## src/rtl/pred_def.sv

```systemverilog
// Shared definitions for the pattern-history-table predictor: counter
// encodings and the reset-value formula used by every counter width.
package pred_def;

  localparam int CTR_W_MAX = 4;

  // Two-bit counter meaning; wider counters keep the MSB-is-taken rule.
  typedef enum logic [1:0] {
    CTR_SNT = 2'd0,
    CTR_WNT = 2'd1,
    CTR_WT  = 2'd2,
    CTR_ST  = 2'd3
  } ctr2_state_e;

  // Weakly not-taken: the largest value whose MSB is still clear.
  function automatic logic [CTR_W_MAX-1:0] ctr_reset_val(input int ctr_w);
    return CTR_W_MAX'((1 << (ctr_w - 1)) - 1);
  endfunction

endpackage

```

## src/rtl/pred_sat_ctr.sv

```systemverilog
// Saturating up/down next-value logic for one prediction counter.
module pred_sat_ctr #(
  parameter int CTR_W = 2
) (
  input  logic [CTR_W-1:0] cur,
  input  logic             taken,
  output logic [CTR_W-1:0] nxt
);

  localparam logic [CTR_W-1:0] CTR_MAX = '1;

  always_comb begin
    // NOTE: default first so every path assigns nxt and no latch is inferred.
    nxt = cur;
    if (taken) begin
      if (cur != CTR_MAX) nxt = cur + CTR_W'(1);
    end else if (cur != '0) begin
      nxt = cur - CTR_W'(1);
    end
  end

endmodule

```

## src/rtl/pred_pht.sv

```systemverilog
// Pattern history table of saturating counters with bimodal or gshare
// indexing, one-cycle registered lookup and same-cycle update bypass.
module pred_pht
  import pred_def::*;
#(
  parameter int INDEX_W   = 6,
  parameter int CTR_W     = 2,
  parameter int HASH_MODE = 0
) (
  input  logic               clk,
  input  logic               resetn,
  input  logic               pred_valid,
  input  logic [31:0]        pred_pc,
  output logic               pred_resp_valid,
  output logic               pred_taken,
  output logic [INDEX_W-1:0] pred_index,
  input  logic               upd_valid,
  input  logic [INDEX_W-1:0] upd_index,
  input  logic               upd_taken
);

  localparam int               ENTRIES = 1 << INDEX_W;
  localparam logic [CTR_W-1:0] CTR_RST = CTR_W'(ctr_reset_val(CTR_W));

  logic [CTR_W-1:0]   ctr_q [ENTRIES];
  logic [INDEX_W-1:0] ghr_q;
  logic [INDEX_W-1:0] lookup_idx;
  logic [CTR_W-1:0]   upd_cur;
  logic [CTR_W-1:0]   upd_nxt;
  logic [CTR_W-1:0]   lookup_ctr;
  logic               unused_pc_bits;

  assign unused_pc_bits = ^{pred_pc[31:INDEX_W+2], pred_pc[1:0]};

  // ghr_q here is the pre-update history, so a same-cycle update never
  // perturbs the index being looked up.
  assign lookup_idx = pred_pc[INDEX_W+1:2] ^ ((HASH_MODE == 1) ? ghr_q : '0);

  assign upd_cur = ctr_q[upd_index];

  pred_sat_ctr #(.CTR_W(CTR_W)) u_sat_ctr (
    .cur   (upd_cur),
    .taken (upd_taken),
    .nxt   (upd_nxt)
  );

  assign lookup_ctr = (upd_valid && (upd_index == lookup_idx)) ? upd_nxt
                                                               : ctr_q[lookup_idx];

  // NOTE: the table is a flop array, not a RAM, so every entry can take the
  // asynchronous reset value; a RAM would need a sequenced clear instead.
  always_ff @(posedge clk or negedge resetn) begin
    if (!resetn) begin
      for (int i = 0; i < ENTRIES; i++) ctr_q[i] <= CTR_RST;
    end else if (upd_valid) begin
      ctr_q[upd_index] <= upd_nxt;
    end
  end

  // NOTE: non-blocking assignments keep every register sampling pre-edge values.
  always_ff @(posedge clk or negedge resetn) begin
    if (!resetn) begin
      ghr_q <= '0;
    end else if (upd_valid) begin
      ghr_q <= {ghr_q[INDEX_W-2:0], upd_taken};
    end
  end

  always_ff @(posedge clk or negedge resetn) begin
    if (!resetn) begin
      pred_resp_valid <= 1'b0;
      pred_taken      <= 1'b0;
      pred_index      <= '0;
    end else begin
      pred_resp_valid <= pred_valid;
      if (pred_valid) begin
        pred_taken <= lookup_ctr[CTR_W-1];
        pred_index <= lookup_idx;
      end
    end
  end

endmodule
```

## config.mk

```make
export PLATFORM = sky130hd
export DESIGN_NAME = pred_pht
export DESIGN_NICKNAME = d
export VERILOG_FILES = /design/src/rtl/pred_def.sv /design/src/rtl/pred_sat_ctr.sv /design/src/rtl/pred_pht.sv
export SDC_FILE = /design/constraint.sdc
export NUM_CORES = 1
export LEC_CHECK = 0
export CORE_MARGIN = 4
export CORE_UTILIZATION = 55
export CTS_BUF_LIST = sky130_fd_sc_hd__clkbuf_4 sky130_fd_sc_hd__clkbuf_8
export CTS_CLUSTER_DIAMETER = 50
export CTS_CLUSTER_SIZE = 28
export DETAILED_ROUTE_END_ITERATION = 16
export GPL_ROUTABILITY_DRIVEN = 0
export PLACE_DENSITY = 0.79
export RECOVER_POWER = 100
export SETUP_SLACK_MARGIN = 0.3
export SLEW_MARGIN = 15
export SYNTH_ARGS = -nofsm -noshare
export SYNTH_HDL_FRONTEND = slang
export SYNTH_SLANG_ARGS = --single-unit
```

## constraint.sdc

```tcl
create_clock -name clk -period 3.2 [get_ports clk]
set_input_delay 0.32 -clock clk [delete_from_list [all_inputs] [get_ports clk]]
set_output_delay 0.32 -clock clk [all_outputs]
set_load 0.05 [all_outputs]
```

==> results of run 1 <==
==> per-layer routing <==
metal  share of wire (%)  vias up  GRT usage [%]
li1                    -     2297              -
met1                  39     2693          34.26
met2                  48      275          40.19
met3                 9.7       59          8.310
met4                 3.1        0          10.08
met5                   0        -              0
==> metrics by stage <==
step | setup WS, ns | instances | util [%] | total power [W]
floorplan | 0.7098 | 609 | - | 0.002993
global placement | 0.1226 | 797 | 61.03 | 0.003268
detailed placement | 0.09232 | 797 | 61.03 | 0.003337
CTS | 0.5109 | 830 | 64.22 | 0.004734
global route | 0.2333 | 830 | 63.94 | 0.004901
finish | 0.2913 | 830 | 63.94 | 0.004693
==> layout make-up <==
type,instances,area (um^2)
fill,984,4569
inverter,2,7.507
clock buffer,29,355.3
multi-input combinational,429,3410
clock inverter,3,40.04
sequential,136,3483
timing repair buffer,59,590.6
tap,172,215.2
==> timing repair <==
action,CTS,global route
hold endpoints to repair,28,0
hold buffers,1,0
setup endpoints to repair,0,0
==> power breakdown <==
part           internal [W]  switching, W
logic              0.000496      0.000475
clock network      0.000777      0.000623
registers           0.00213      0.000194
==> cell families after synthesis <==
kind of cell	count (synthesis)	share of synthesized area, %
AO/OA/AOI/OAI	104	8.683
flip-flops	136	48.64
adder cells (fa/ha/maj)	2	0.2970
AND/OR/NAND/NOR	194	12.04
buffers and inverters	44	3.476
multiplexers	123	26.14
XOR/XNOR	6	0.7339
==> registers in the layout, summed over array words and instances (netlist names) <==
register,flops
ctr_q,128
pred_taken,1
pred_resp_valid,1
pred_index,6
==> final timing paths <==
path | endpoint | slack, ns | cells after the start
max reg2reg | ctr_q[24]$_DFFE_PN1P_ | 0.42 | 8
min reg2reg | pred_index[1]$_DFFE_PN0P_ | 0.50 | 1
max | ctr_q[24]$_DFFE_PN1P_ | 0.29 | 10
min in group asynchronous | ctr_q[93]$_DFFE_PN0P_ | 0.72 | 2
max in group asynchronous | ctr_q[57]$_DFFE_PN0P_ | 0.64 | 3
min | pred_index[1]$_DFFE_PN0P_ | 0.50 | 1
==> synth_stat cells, types with 2 or more instances <==
| cell type | number |
|---|---|
| nand2_1 | 78 |
| dfrtp_1 | 72 |
| mux2_2 | 70 |
| nor2_1 | 70 |
| dfstp_2 | 64 |
| mux4_2 | 41 |
| a21oi_1 | 38 |
| o21ai_0 | 36 |
| buf_2 | 13 |
| clkbuf_1 | 12 |
| nand3_1 | 9 |
| a22oi_1 | 8 |
| and3_1 | 8 |
| buf_6 | 8 |
| mux2_4 | 8 |
| buf_1 | 7 |
| a31oi_1 | 4 |
| mux2i_1 | 4 |
| nand3b_1 | 4 |
| nand4_1 | 4 |
| nor2b_1 | 4 |
| a22o_1 | 3 |
| nor3b_1 | 3 |
| o221ai_1 | 3 |
| or3b_2 | 3 |
| xnor2_1 | 3 |
| xor2_1 | 3 |
| a32oi_1 | 2 |
| and2_1 | 2 |
| and3b_1 | 2 |
| buf_4 | 2 |
| nor3_1 | 2 |
| o21ai_1 | 2 |
==> worst register-to-register path: cells and delay by family (launching register included) <==
kind	cells	cell delay [ns]
buf+inv	1	0.21
simple gates	2	0.25
flops	1	0.40
mux	2	0.80
compound gates	2	0.55
fa+ha+maj	1	0.49
==> metrics.md, run 1 <==
| Metric | Value |
|---|---|
| Pwr dens | 579.3 mW/mm^2 |
| Syn_nets | 652 |
| Slowest cell on the critical path | dlygate4sd3_1 |
| Root Driver | clkbuf_8 |
| Fin. Hold Viols | 0 |
| Post CTS Setup Buffer Count | 0 |
| Top cell type's share of synthesized area | 25.16% |
| GRT Overall Usage | 25.91% |
| Max incr delay on CP | 0.68 ns |
| Yosys top cell by area | dfrtp_1 |
| Slew Limit Fails | 0 |
| Iteration-0 DRC Markers | 641 |
| Global-route wire length before repair | 29060 um |
| Detailed Route WL | 17910 um |
| Peak Freq | 343.8 MHz |
| Core area | 0.01267 mm^2 |
| Register area share after synthesis | 48.64% |
| Skew-Pair Late Insertion Delay | 0.46 ns |
| Number of synthesized flops with an enable pin | 0 |
| CP max FO | 32 |
| Netlist Area Pre-Place | 0.007162 mm^2 |
| Asr flop ratio synth | 100.0% |
| RSZ-0062 raised after global routing | false |
| VDD IR max | 352.6 uV |
| Detailed Routing Iterations Pass 1 | 5 |
| Num rows | 41 |
| Crit path launch | upd_index[1] |
| Crit path cell chain | dlygate4sd3_1 -> buf_4 -> nor2b_1 -> a221oi_1 -> a211o_1 -> nand4_1 -> nor4b_2 -> maj3_1 -> buf_12 -> mux2_1 |
| Hold WC Path Type | reg2reg |
| Max-slew headroom | 9.132% |
| Number of global-route vias before repair | 5396 |
| Final HPWL DP | 12430 um |
| Grt total ovfl | 0 |
| Area Overhead vs Synth | 13.12% |
| Leakage | 3.281 nW |
| CTS tree | done |
| Outcome | completed |
| Avg WL per Cell | 21.57 um |
| Synth Instances | 609 |
| Final setup vio count | 0 |
| Minimum clock period | 2.909 ns |
| Final period utilization | 90.90% |
| Commonest non-fill, non-tap cell in the layout | nand2_1 |
| Commonest cells after routing, fill and taps aside | nand2_1 (78), dfrtp_1 (72), nor2_1 (70) |
| Design Area, Final | 0.008102 mm^2 |
| Critical path data arrival time | 3.29 ns |
| Initial antenna violation count | 0 |
| RR Startpoint | ctr_q[33]$_DFFE_PN0P_ |
| Total CTS buffers | 17 |
| Num ports | 51 |
| Clock Skews | 0.01046 ns |
| Clk slew on worst S/H paths | 0.07 ns |
| Routed Antenna Nets | 0 |
| DRC | 0 |
| Share of layout cells above drive strength 1 | 38.30% |
| Cell family with most CP delay | buffers and inverters |
| Hold Crit Start | pred_index[1]$_DFFE_PN0P_ |
| Via density | 6.414 |
| Critical path endpoint category | flop |
| Req. time, crit path | 3.58 ns |
| Crit path buf inv count | 3 |
| Final worst hold slack | 0.5035 ns |
| Chip Height | 122.1 um |
| Total negative slack | 0 ns |
| Input/output buffers | 24 |
| Largest net degree at the start of global routing | 81 |
| Maximum capacitance violations | 0 |
| Least-Margin Pin Slew | 1.363 ns |
| Main flop type after synthesis | dfrtp_1 |
| Routed vias | 5324 |
| Top area cells in the synthesized netlist | dfrtp_1 (25%), dfstp_2 (23%), mux4_2 (13%) |
| CTS Sinks | 136 |
| Post-CTS sizing | 0 |
| Worst setup path class | in2reg |
| Synth Area per Inst | 11.76 um^2 |
| Unique masters post-synth | 50 |
| Antenna cells | 0 |
| Die extent in x | 122.1 um |
| Final net count | 688 |
| Post-DP Area | 0.007732 mm^2 |
| Crit path launch type | primary input |
| # H-tree levels | 4 |
| Die area | 0.01491 mm^2 |
| Initial Util | 56.52% |
| Synth warn | 0 |
| Post-synthesis register bit count | 136 |
| Clock Path Buffers | 2 |
No activity file was read; power rests on OpenSTA's default activity.
==> run 2, diff against run 1 <==
--- a/config.mk
+++ b/config.mk
@@ -5,6 +5,7 @@
 export SDC_FILE = /design/constraint.sdc
 export NUM_CORES = 1
 export LEC_CHECK = 0
+export CAP_MARGIN = 20
 export CORE_MARGIN = 4
 export CORE_UTILIZATION = 55
 export CTS_BUF_LIST = sky130_fd_sc_hd__clkbuf_4 sky130_fd_sc_hd__clkbuf_8
@@ -12,6 +13,7 @@
 export CTS_CLUSTER_SIZE = 28
 export DETAILED_ROUTE_END_ITERATION = 16
 export GPL_ROUTABILITY_DRIVEN = 0
+export HOLD_SLACK_MARGIN = 0.12
 export PLACE_DENSITY = 0.79
 export RECOVER_POWER = 100
 export SETUP_SLACK_MARGIN = 0.3
==> results of run 2 <==
Same layout as run 1: the final DEF is identical, and so are final timing and power.
==> run 3, diff against run 2 <==
--- a/config.mk
+++ b/config.mk
@@ -10,9 +10,10 @@
 export CORE_UTILIZATION = 55
 export CTS_BUF_LIST = sky130_fd_sc_hd__clkbuf_4 sky130_fd_sc_hd__clkbuf_8
 export CTS_CLUSTER_DIAMETER = 50
-export CTS_CLUSTER_SIZE = 28
+export CTS_CLUSTER_SIZE = 25
 export DETAILED_ROUTE_END_ITERATION = 16
 export GPL_ROUTABILITY_DRIVEN = 0
+export GPL_TIMING_DRIVEN = 0
 export HOLD_SLACK_MARGIN = 0.12
 export PLACE_DENSITY = 0.79
 export RECOVER_POWER = 100
==> run 3 against run 2 <==
  * The run now ends with max-capacitance violations, max-slew violations left
  * Highest routed layer unchanged
  * Cell count up 0.48%
  * Cell area decreased by 1.3%
  * Hold slack got worse by 0.057 ns
  * Critical path depth unchanged
  * Critical endpoint is now ctr_q[29]$_DFFE_PN0P_
  * Via count is 2.8% higher
  * Flip-flop and latch count is the same
  * Largest power group unchanged
  * Non-clock buffer count up 4
  * Clock-buffer cell count down 1
==> metrics.md, run 3 (synthesis results as in run 1) <==
| Metric | Value |
|---|---|
| Outcome | complete, but fails checks |
| Failing checks | max-capacitance violations, max-slew violations |
| Detailed Route WL | 19670 um (+9.9%) |
| Root Driver | clkbuf_8 |
| Commonest non-fill, non-tap cell in the layout | nand2_1 |
| Dpl cells | 801 (+0.50%) |
| Slew Limit Fails | 69 (+69) |
| Via density | 6.562 (+2.3%) |
| Slowest cell on the critical path | clkdlybuf4s50_1 |
| Final setup vio count | 0 (unchanged) |
| Skew-Pair Late Insertion Delay | 0.46 ns (about the same) |
| Final worst hold slack | 0.4470 ns (-0.05659 ns) |
| Antenna cells | 0 (unchanged) |
| Grt total ovfl | 0 (unchanged) |
| Die area | 0.01491 mm^2 (unchanged) |
| Clk slew on worst S/H paths | 0.08 ns (about the same) |
| CTS tree | done |
| Total CTS buffers | 17 (unchanged) |
| DRC | 0 (unchanged) |
| Num ports | 51 (unchanged) |
| Final HPWL DP | 13850 um (+11%) |
| Die extent in x | 122.1 um (unchanged) |
| Peak Freq | 330.9 MHz (-3.8%) |
| Largest net degree at the start of global routing | 70 (-14%) |
| Avg WL per Cell | 23.59 um (+9.3%) |
| Chip Height | 122.1 um (unchanged) |
| Req. time, crit path | 3.53 ns (-0.05 ns) |
| Most flop-heavy register | ctr_q |
| Crit path cell chain | clkdlybuf4s50_1 -> clkbuf_4 -> and3b_1 -> and3_1 -> a2111oi_4 -> and4_1 -> maj3_1 -> buf_2 -> clkbuf_1 -> o21ai_0 |
| Global-route wire length before repair | 31180 um (+7.3%) |
| Routed Antenna Nets | 0 (unchanged) |
| PnR worst setup slack | 0.1777 ns (-0.1136 ns) |
| Cell family with most CP delay | buffers and inverters |
| Input/output buffers | 18 (-25%) |
| Pwr dens | 592.4 mW/mm^2 (+2.2%) |
| CP max FO | 10 (-69%) |
| Biggest regs | ctr_q (128), pred_index (6) |
| Worst setup path class | in2reg |
| Detailed Routing Iterations Pass 1 | 5 (unchanged) |
| Initial antenna violation count | 0 (unchanged) |
| NetSw | 0.001366 W (+5.8%) |
| Crit path buf inv count | 4 (+1) |
| Routing usage on met1 | 36.69% (+2.4 points) |
| Max reg flops | 128 (unchanged) |
| Area Overhead vs Synth | 11.71% |
| Clock Path Buffers | 2 (unchanged) |
| GR peak layer | met2 |
| Finished Layout Cells | 834 (+0.48%) |
| Footprint of the multi-input gates | 0.003441 mm^2 (+0.92%) |
| M3 GR Usage | 9.424% (+1.1 points) |
| Comb power frac | 21.0% (+0.3 points) |
| Total power | 0.004739 W (+0.97%) |
| Clock Skews | 0.01202 ns (+0.001556 ns) |
| RSZ-0062 raised after global routing | false |
| Number of global-route vias before repair | 5637 (+4.5%) |
| Sw Share | 28.83% (+1.3 points) |
| Place WS | -0.6713 ns (-0.7636 ns) |
| Share of layout cells above drive strength 1 | 37.61% (-0.68 points) |
| Register area | 0.003483 mm^2 (unchanged) |
| Fin. Hold Viols | 0 (unchanged) |
| Commonest cells after routing, fill and taps aside | nand2_1 (78), dfrtp_1 (72), mux2_2 (70), nor2_1 (70), dfstp_2 (64) |
| CTS Sinks | 136 (unchanged) |
| Crit. path cell count | 10 (unchanged) |
| Clk pwr share | 29.7% (about the same) |
| Max incr delay on CP | 0.62 ns (-0.06 ns) |
| Critical path endpoint category | flop |
| GRT Overall Usage | 28.35% (+2.4 points) |
| Least-Margin Pin Slew | 1.671 ns (+0.3084 ns) |
| Crit path launch type | primary input |
| Iteration-0 DRC Markers | 749 (+17%) |
| Leakage | 3.225 nW (-1.7%) |
| Minimum clock period | 3.022 ns (+0.1136 ns) |
| Initial Util | 56.52% (unchanged) |
| VDD IR max | 365.9 uV (+3.8%) |
| Hold path cells | 1 (unchanged) |
| # fillers | 963 (-2.1%) |
| Max-slew headroom | -11.43% (-21 points) |
| Final period utilization | 94.45% (+3.5 points) |
| Maximum capacitance violations | 1 (+1) |
| Core area | 0.01267 mm^2 (unchanged) |
| Met2 usage | 42.23% (+2.0 points) |
| Critical path data arrival time | 3.35 ns (+0.06 ns) |
| Worst-case reg-to-reg path depth | 9 (+1) |
| Final net count | 692 (+0.58%) |
| Num rows | 41 (unchanged) |
| Sequential share of power | 49.3% (-0.2 points) |
| Routed vias | 5473 (+2.8%) |
| Internal power | 0.003373 W (-0.87%) |
| # H-tree levels | 4 (unchanged) |
| Hold WC Path Type | in2reg |
run 3: cell count changes in the layout (fill, tap and decap cells not counted), moves of 3 or more:
cell	before	now
buf_1	0	5
buf_12	8	0
buf_2	2	7
buf_4	25	6
buf_6	0	8
clkbuf_1	0	12
clkdlybuf4s50_1	11	6
nor3b_1	3	0
run 3: cell type report:
class / count / area share [%]
Clock inverter: 4 / 0.5630
Tap cell: 172 / 2.690
Buffer: 42 / 3.237
Timing Repair Buffer: 21 / 2.518
Clock buffer: 28 / 4.348
Sequential cell: 136 / 43.54
Inverter: 2 / 0.09384
Multi-Input combinational cell: 429 / 43.01
run 3: through the flow:
stage	setup TNS (ns)	utilization [%]	area (um^2)
final	0	63.14	8000
after CTS	0	63.33	8024
after global placement	-398.23	59.64	7557
after floorplan	0	-	7162
after detailed placement	-69.89	59.97	7599
after global routing	0	63.14	8000
run 3: path summary, 6_finish.rpt:
check	startpoint	end	slack (ns)
setup / recovery	upd_index[5]	ctr_q[29]$_DFFE_PN0P_	0.18
hold / removal	pred_valid	pred_resp_valid$_DFF_PN0_	0.45
setup reg to reg	ctr_q[33]$_DFFE_PN0P_	ctr_q[29]$_DFFE_PN0P_	0.24
hold reg to reg	pred_index[4]$_DFFE_PN0P_	pred_index[4]$_DFFE_PN0P_	0.50
max in group asynchronous	resetn	ctr_q[25]$_DFFE_PN0P_	0.57
min in group asynchronous	resetn	ctr_q[99]$_DFFE_PN0P_	0.83
run 3: power groups by stage:
| stage | combinational (W) | sequential (W) | clock, W |
|---|---|---|---|
| 4_1_cts | 0.00100 | 0.00233 | 0.00141 |
| 6_report | 0.000994 | 0.00234 | 0.00141 |
| 3_3_place_gp | 0.000953 | 0.00233 | 0 |
| 5_1_grt | 0.00107 | 0.00237 | 0.00148 |
| 3_5_place_dp | 0.000995 | 0.00235 | 0 |
| 2_1_floorplan | 0.000684 | 0.00231 | 0 |
run 3: routing by layer:
metal  up-vias  wire length [um]
li1       2300                 -
met5         -                 0
met1      2684              7411
met2       389              8866
met4         0              1067
met3       100              2328
run 3: repair_timing:
action / in CTS / in global routing
hold buffers: 1 / 0
resized for setup: 10 / 9
setup buffers: 0 / 0
cloned: 0 / 0
setup endpoints to repair: 129 / 119
hold endpoints to repair: 40 / 0
==> RTL change 1, RTL diff (config.mk and constraints of run 2) <==
`CTR_W` is set to 2 in 2 places; all go to 4.
--- a/src/rtl/pred_sat_ctr.sv
+++ b/src/rtl/pred_sat_ctr.sv
@@ -1,6 +1,6 @@
 // Saturating up/down next-value logic for one prediction counter.
 module pred_sat_ctr #(
-  parameter int CTR_W = 2
+  parameter int CTR_W = 4
 ) (
   input  logic [CTR_W-1:0] cur,
   input  logic             taken,
--- a/src/rtl/pred_pht.sv
+++ b/src/rtl/pred_pht.sv
@@ -4,7 +4,7 @@
   import pred_def::*;
 #(
   parameter int INDEX_W   = 6,
-  parameter int CTR_W     = 2,
+  parameter int CTR_W     = 4,
   parameter int HASH_MODE = 0
 ) (
   input  logic               clk,
Formal check against the unedited RTL: not equivalent (Yosys sat finds a counterexample within 10 cycles, from zero or initial values and one cycle with resetn low).
==> RTL change 1 against run 2 <==
Highest routed layer unchanged; sequential power grew 95%; worst hold slack lost 0.038 ns; first-iteration DRC count grew 120%; design area grew 100%; critical endpoint is now ctr_q[86]; the run now ends with capacitance limit, slew limit, setup timing left; synthesized area grew 86%; total power grew 110%; worst setup slack lost 0.54 ns; sequential cell count grew 128; wire length grew 130%.
==> RTL change 1: results (changes against run 2) <==
[run_status]
status = finished, violations left  ; was finished clean
violations = capacitance limit, slew limit, setup timing

[critical_path]
critical-path-max-stage-delay_ns = 0.38  ; was 0.68 ns
critPathArrivalTime_ns = 3.98  ; was 3.29 ns
crit_path_max_fanout = 23  ; was 32
r2r_end = ctr_q[86]  ; was ctr_q[24]
slowest_stage = dfstp_2  ; was dlygate4sd3_1
reg2regPathDepth = 17  ; was 8
r2r_start = ctr_q[248]  ; was ctr_q[33]

[yosys]
synth_commonest_cells = nand2_1, dfstp_2, mux2_2, o21ai_0, dfrtp_1  ; was nand2_1, dfrtp_1, mux2_2, nor2_1, dfstp_2
ys_types = 67  ; was 50
syn_inst = 1146  ; was 609
synth_seq_area_share = 0.515  ; was 0.486
async_flop_share = 1.00  ; unchanged
synth_warnings = 0  ; unchanged
synthFlopType = dfstp_2  ; was dfrtp_1
synth_nets = 1191  ; was 652
ys_top_cells_by_area = dfstp_2, dfrtp_1, mux2_2, mux4_2, nand2_1  ; was dfrtp_1, dfstp_2, mux4_2, mux2_2, nand2_1

[grt]
track_usage = 0.281  ; was 0.259
grt_pass1_wl_mm = 58.3  ; was 29.1 mm
grt_max_degree = 96  ; was 81
grt_pass1_vias = 10100  ; was 5396
antenna_found_initial = 1  ; was 0

[hold_path]
hold_depth = 2  ; was 1
hold_end = ctr_q[160]  ; was pred_index[1]
hold_path.class = flip-flop to flip-flop  ; unchanged
min_from = ctr_q[160]  ; was pred_index[1]

[place]
hpwlAfterDp_mm = 25.0  ; was 12.4 mm
io_buffer_count = 24  ; unchanged
dpl_worst_slack_ns = -0.561  ; was 0.0923 ns
dpl_cell_area_sq_um = 14700  ; was 7730 sq um

[timing]
maxSlewViolCount = 96  ; was 0
fin_ws_ns = -0.251  ; was 0.291 ns
fin_setup_tns_ns = -26.68  ; was 0 ns
fin_worst_skew_ns = 0.0305  ; was 0.0105 ns
worstMarginPinSlew_ns = 2.41  ; was 1.36 ns
setup_viol = 251  ; was 0

[layout]
fill_cells = 1546  ; was 984
drive_above_1_share = 0.542  ; was 0.383
nets = 1318  ; was 688
reg_top3 = ctr_q: 256 flops, pred_index: 6 flops  ; was ctr_q: 128 flops, pred_index: 6 flops

[pwr]
p_sw_frac = 0.326  ; was 0.275
ir_worst_vdd_v = 0.000437  ; was 0.000353 V
p_leak_nw = 6.65  ; was 3.28 nW

[clock_network]
worstSkewPairLatency_ns = 0.60  ; was 0.46 ns
clkTransAtPathRegs_ns = 0.10  ; was 0.07 ns
clock_path_buffers = 3  ; was 2
cts-root-buf = clkbuf_8  ; unchanged
numCtsBuffers = 27  ; was 17
htree_levels = 1  ; was 4

[job]
maxCapViolations = 1  ; was 0

[detailed_routing]
vias = 10600  ; was 5324
drtPass1Iterations = 7  ; was 5
drt_iter0_drc = 1384  ; was 641
avgRoutedWirePerCell_um = 25.2  ; was 21.6 um

==> RTL change 1: power by group through the flow <==
stage	Sequential [mW]	Combinational [mW]	Clock (mW)
finish	4.52	2.76	2.43
global route	4.58	2.90	2.56
CTS	4.50	2.18	2.44
detailed placement	4.54	1.91	0
global placement	4.51	1.85	0
floorplan	4.46	1.29	0
==> RTL change 1: timing repair <==
action / 4_1_cts / 5_1_grt
endpoints found under the hold margin: 42 / 0
setup buffers: 7 / 7
pin swaps: 3 / 66
hold buffers: 1 / 0
gates cloned: 3 / 10
resized for setup: 23 / 169
setup endpoints to repair: 254 / 257
==> RTL change 1: area by class of cell <==
type / instances / share of cell area
clock buffers: 31 / 0.0251
clock inverters: 19 / 0.0127
inverters: 10 / 0.00246
multi-input cells: 791 / 0.400
flip-flops and latches: 264 / 0.421
well taps: 319 / 0.0245
repair buffers: 179 / 0.114
==> RTL change 1: metrics by stage <==
stage | hold slack (ns) | cells | utilization
floorplan | 0.0244 | 1146 | -
global placement | 0.403 | 1535 | 0.624
detailed placement | 0.405 | 1535 | 0.624
CTS | 0.379 | 1596 | 0.660
global route | 0.483 | 1613 | 0.689
finish | 0.466 | 1613 | 0.689
==> RTL change 1: logic make-up after synthesis <==
kind of cell	after synthesis	synth area share
AOI/OAI and AO/OA	241	0.113
xor gates and xnor gates	7	0.00602
adders and majority gates	2	0.00188
buffers and inverters	91	0.0349
DFF	264	0.515
muxes	227	0.228
and+or+nand+nor	314	0.102
==> RTL change 1: how the worst max path moves through the flow <==
stage / startpoint / endpoint / slack [ns] / cells after the start
final: ctr_q[248] / ctr_q[86] / -0.25 / 17
after global routing: ctr_q[248] / ctr_q[86] / -0.28 / 17
after CTS: ctr_q[229] / ctr_q[38] / 0.04 / 14
after detailed placement: upd_index[1] / ctr_q[161] / -0.56 / 12
after global placement: upd_index[1] / ctr_q[99] / -0.50 / 14
after floorplan: upd_index[1] / ctr_q[25] / 0.27 / 15
==> RTL change 1: layer usage <==
layer | GRT usage | routed length, um
met5 | 0 | 0
met4 | 0.115 | 2260
met3 | 0.0459 | 4120
met2 | 0.442 | 18900
met1 | 0.392 | 15300
==> RTL change 1: critical path: cells and delay by family, from the launching register on <==
| family | cells | cell delay (ns) |
|---|---|---|
| flip-flops | 1 | 0.38 |
| buffers and inverters | 7 | 0.97 |
| multiplexers | 2 | 0.45 |
| AND/OR/NAND/NOR | 2 | 0.43 |
| AO/OA/AOI/OAI | 5 | 0.96 |
| adder cells (fa/ha/maj) | 1 | 0.16 |
==> RTL change 2, RTL diff (flow settings as in run 2) <==
Without the edit above. Put one more register stage on the output `pred_index`, with the module's reset. The value now appears one clock later. The other outputs are not delayed to match.
--- a/src/rtl/pred_pht.sv
+++ b/src/rtl/pred_pht.sv
@@ -21,6 +21,8 @@
 
   localparam int               ENTRIES = 1 << INDEX_W;
   localparam logic [CTR_W-1:0] CTR_RST = CTR_W'(ctr_reset_val(CTR_W));
+
+  logic [INDEX_W-1:0] pred_index_s0;
 
   logic [CTR_W-1:0]   ctr_q [ENTRIES];
   logic [INDEX_W-1:0] ghr_q;
@@ -70,14 +72,22 @@
     if (!resetn) begin
       pred_resp_valid <= 1'b0;
       pred_taken      <= 1'b0;
-      pred_index      <= '0;
+      pred_index_s0   <= '0;
     end else begin
       pred_resp_valid <= pred_valid;
       if (pred_valid) begin
         pred_taken <= lookup_ctr[CTR_W-1];
-        pred_index <= lookup_idx;
+        pred_index_s0 <= lookup_idx;
       end
     end
   end
 
+  always_ff @(posedge clk or negedge resetn) begin
+    if (!resetn) begin
+      pred_index <= '0;
+    end else begin
+      pred_index <= pred_index_s0;
+    end
+  end
+
 endmodule
Behaviour: not the same (Yosys sat finds a counterexample within 4 cycles, from zero or initial values and one cycle with resetn low).
==> RTL change 2 against run 2 <==
The flow now finishes with violations (capacitance limit, slew limit); largest power group unchanged; total power is 4.4% higher; highest routed layer unchanged; sequential cell count is 6 higher; via count is 3.0% lower; synthesized cell count is 9.0% lower; wire length is 4.8% higher; synthesized area is 4.2% higher; count of clock-buffer cells in the layout is 8 lower; design area is 7.8% higher; worst setup slack worse by 0.15 ns.
==> RTL change 2: results (changes against run 2) <==
[timing]
maxSlewViolCount = 81  ; was 0
fin_worst_skew_ns = 0.0147  ; was 0.0105 ns
worstMarginPinSlew_ns = 1.99  ; was 1.36 ns

[job]
maxCapViolations = 1  ; was 0

[critical_path]
r2r_start = ctr_q[85]  ; was ctr_q[33]
slowest_stage = or4b_2  ; was dlygate4sd3_1
critPathArrivalTime_ns = 3.43  ; was 3.29 ns
endpoint = ctr_q[20]  ; was ctr_q[24]
reg2reg_slack_ns = 0.20  ; was 0.42 ns

[layout]
nets = 657  ; was 688
drive_above_1_share = 0.552  ; was 0.383
final_cells = 803  ; was 830
multi_input_area_share = 0.411  ; was 0.421
multi_input_cells = 366  ; was 429
num-nonclk-inverters = 4  ; was 2
clk_share = 0.0511  ; was 0.0488
seq_cells = 142  ; was 136

[grt]
grt_max_degree = 82  ; was 81
grt_pass1_wl_mm = 30.1  ; was 29.1 mm
grt_pass1_vias = 5455  ; was 5396

[yosys]
ys_types = 49  ; was 50
synthXorXnorAreaFrac = 0.00704  ; was 0.00734
synth_commonest_cells = mux2_2, dfrtp_1, dfstp_2, nand2_1, mux4_2  ; was nand2_1, dfrtp_1, mux2_2, nor2_1, dfstp_2

[place]
post-place-cells = 767  ; was 797

[run_status]
violations = capacitance limit, slew limit
status = finished, violations left  ; was finished clean

[pwr]
ir_worst_vdd_v = 0.000403  ; was 0.000353 V
p_leak_nw = 3.64  ; was 3.28 nW

[hold_path]
min_from = pred_index_s0[0]  ; was pred_index[1]

-- RTL change 2: cell count changes in the layout (fill, tap and decap cells not counted), moves of 21 or more --
| cell | run 2 | this run |
|---|---|---|
| mux2_2 | 69 | 136 |
| o21ai_0 | 36 | 1 |
| a21oi_1 | 38 | 5 |
| nor2_1 | 70 | 37 |
| nand2_1 | 78 | 50 |
| buf_4 | 25 | 46 |
-- RTL change 2: worst reg2reg max path, delay by kind of cell (launching register included) --
kind / cells / cell delay [ns]
AO/OA/AOI/OAI: 1 / 0.11
adder cells (fa/ha/maj): 1 / 0.49
buffers and inverters: 1 / 0.21
flip-flops: 1 / 0.41
multiplexers: 3 / 1.05
AND/OR/NAND/NOR: 2 / 0.67
-- RTL change 2: metrics by stage --
stage	power [mW]	instance area (sq um)	hold WS [ns]	utilization
after floorplan	2.96	7470	0.0244	-
after global placement	3.22	8150	0.358	0.615
after detailed placement	3.28	8150	0.362	0.615
after CTS	4.87	8620	0.374	0.651
after global routing	5.12	8740	0.386	0.660
final	4.90	8740	0.369	0.660
-- RTL change 2: routing by layer --
metal,global-route usage,share of wire,up-vias
met3,0.0596,0.090,59
li1,-,-,2172
met1,0.339,0.39,2653
met5,0,0,-
met4,0.110,0.035,0
met2,0.382,0.48,278
-- RTL change 2: cell families after synthesis --
logic type,count (synthesis)
AO/OA/AOI/OAI,38
XOR/XNOR,6
adder cells (fa/ha/maj),2
buffers and inverters,46
flip-flops,142
multiplexers,186
AND/OR/NAND/NOR,134
-- RTL change 2: power breakdown --
part / leakage, nW / total, mW / internal, mW / switching (mW)
logic: 1.72 / 0.971 / 0.521 / 0.451
registers: 1.70 / 2.34 / 2.17 / 0.167
clock network: 0.225 / 1.59 / 0.915 / 0.675
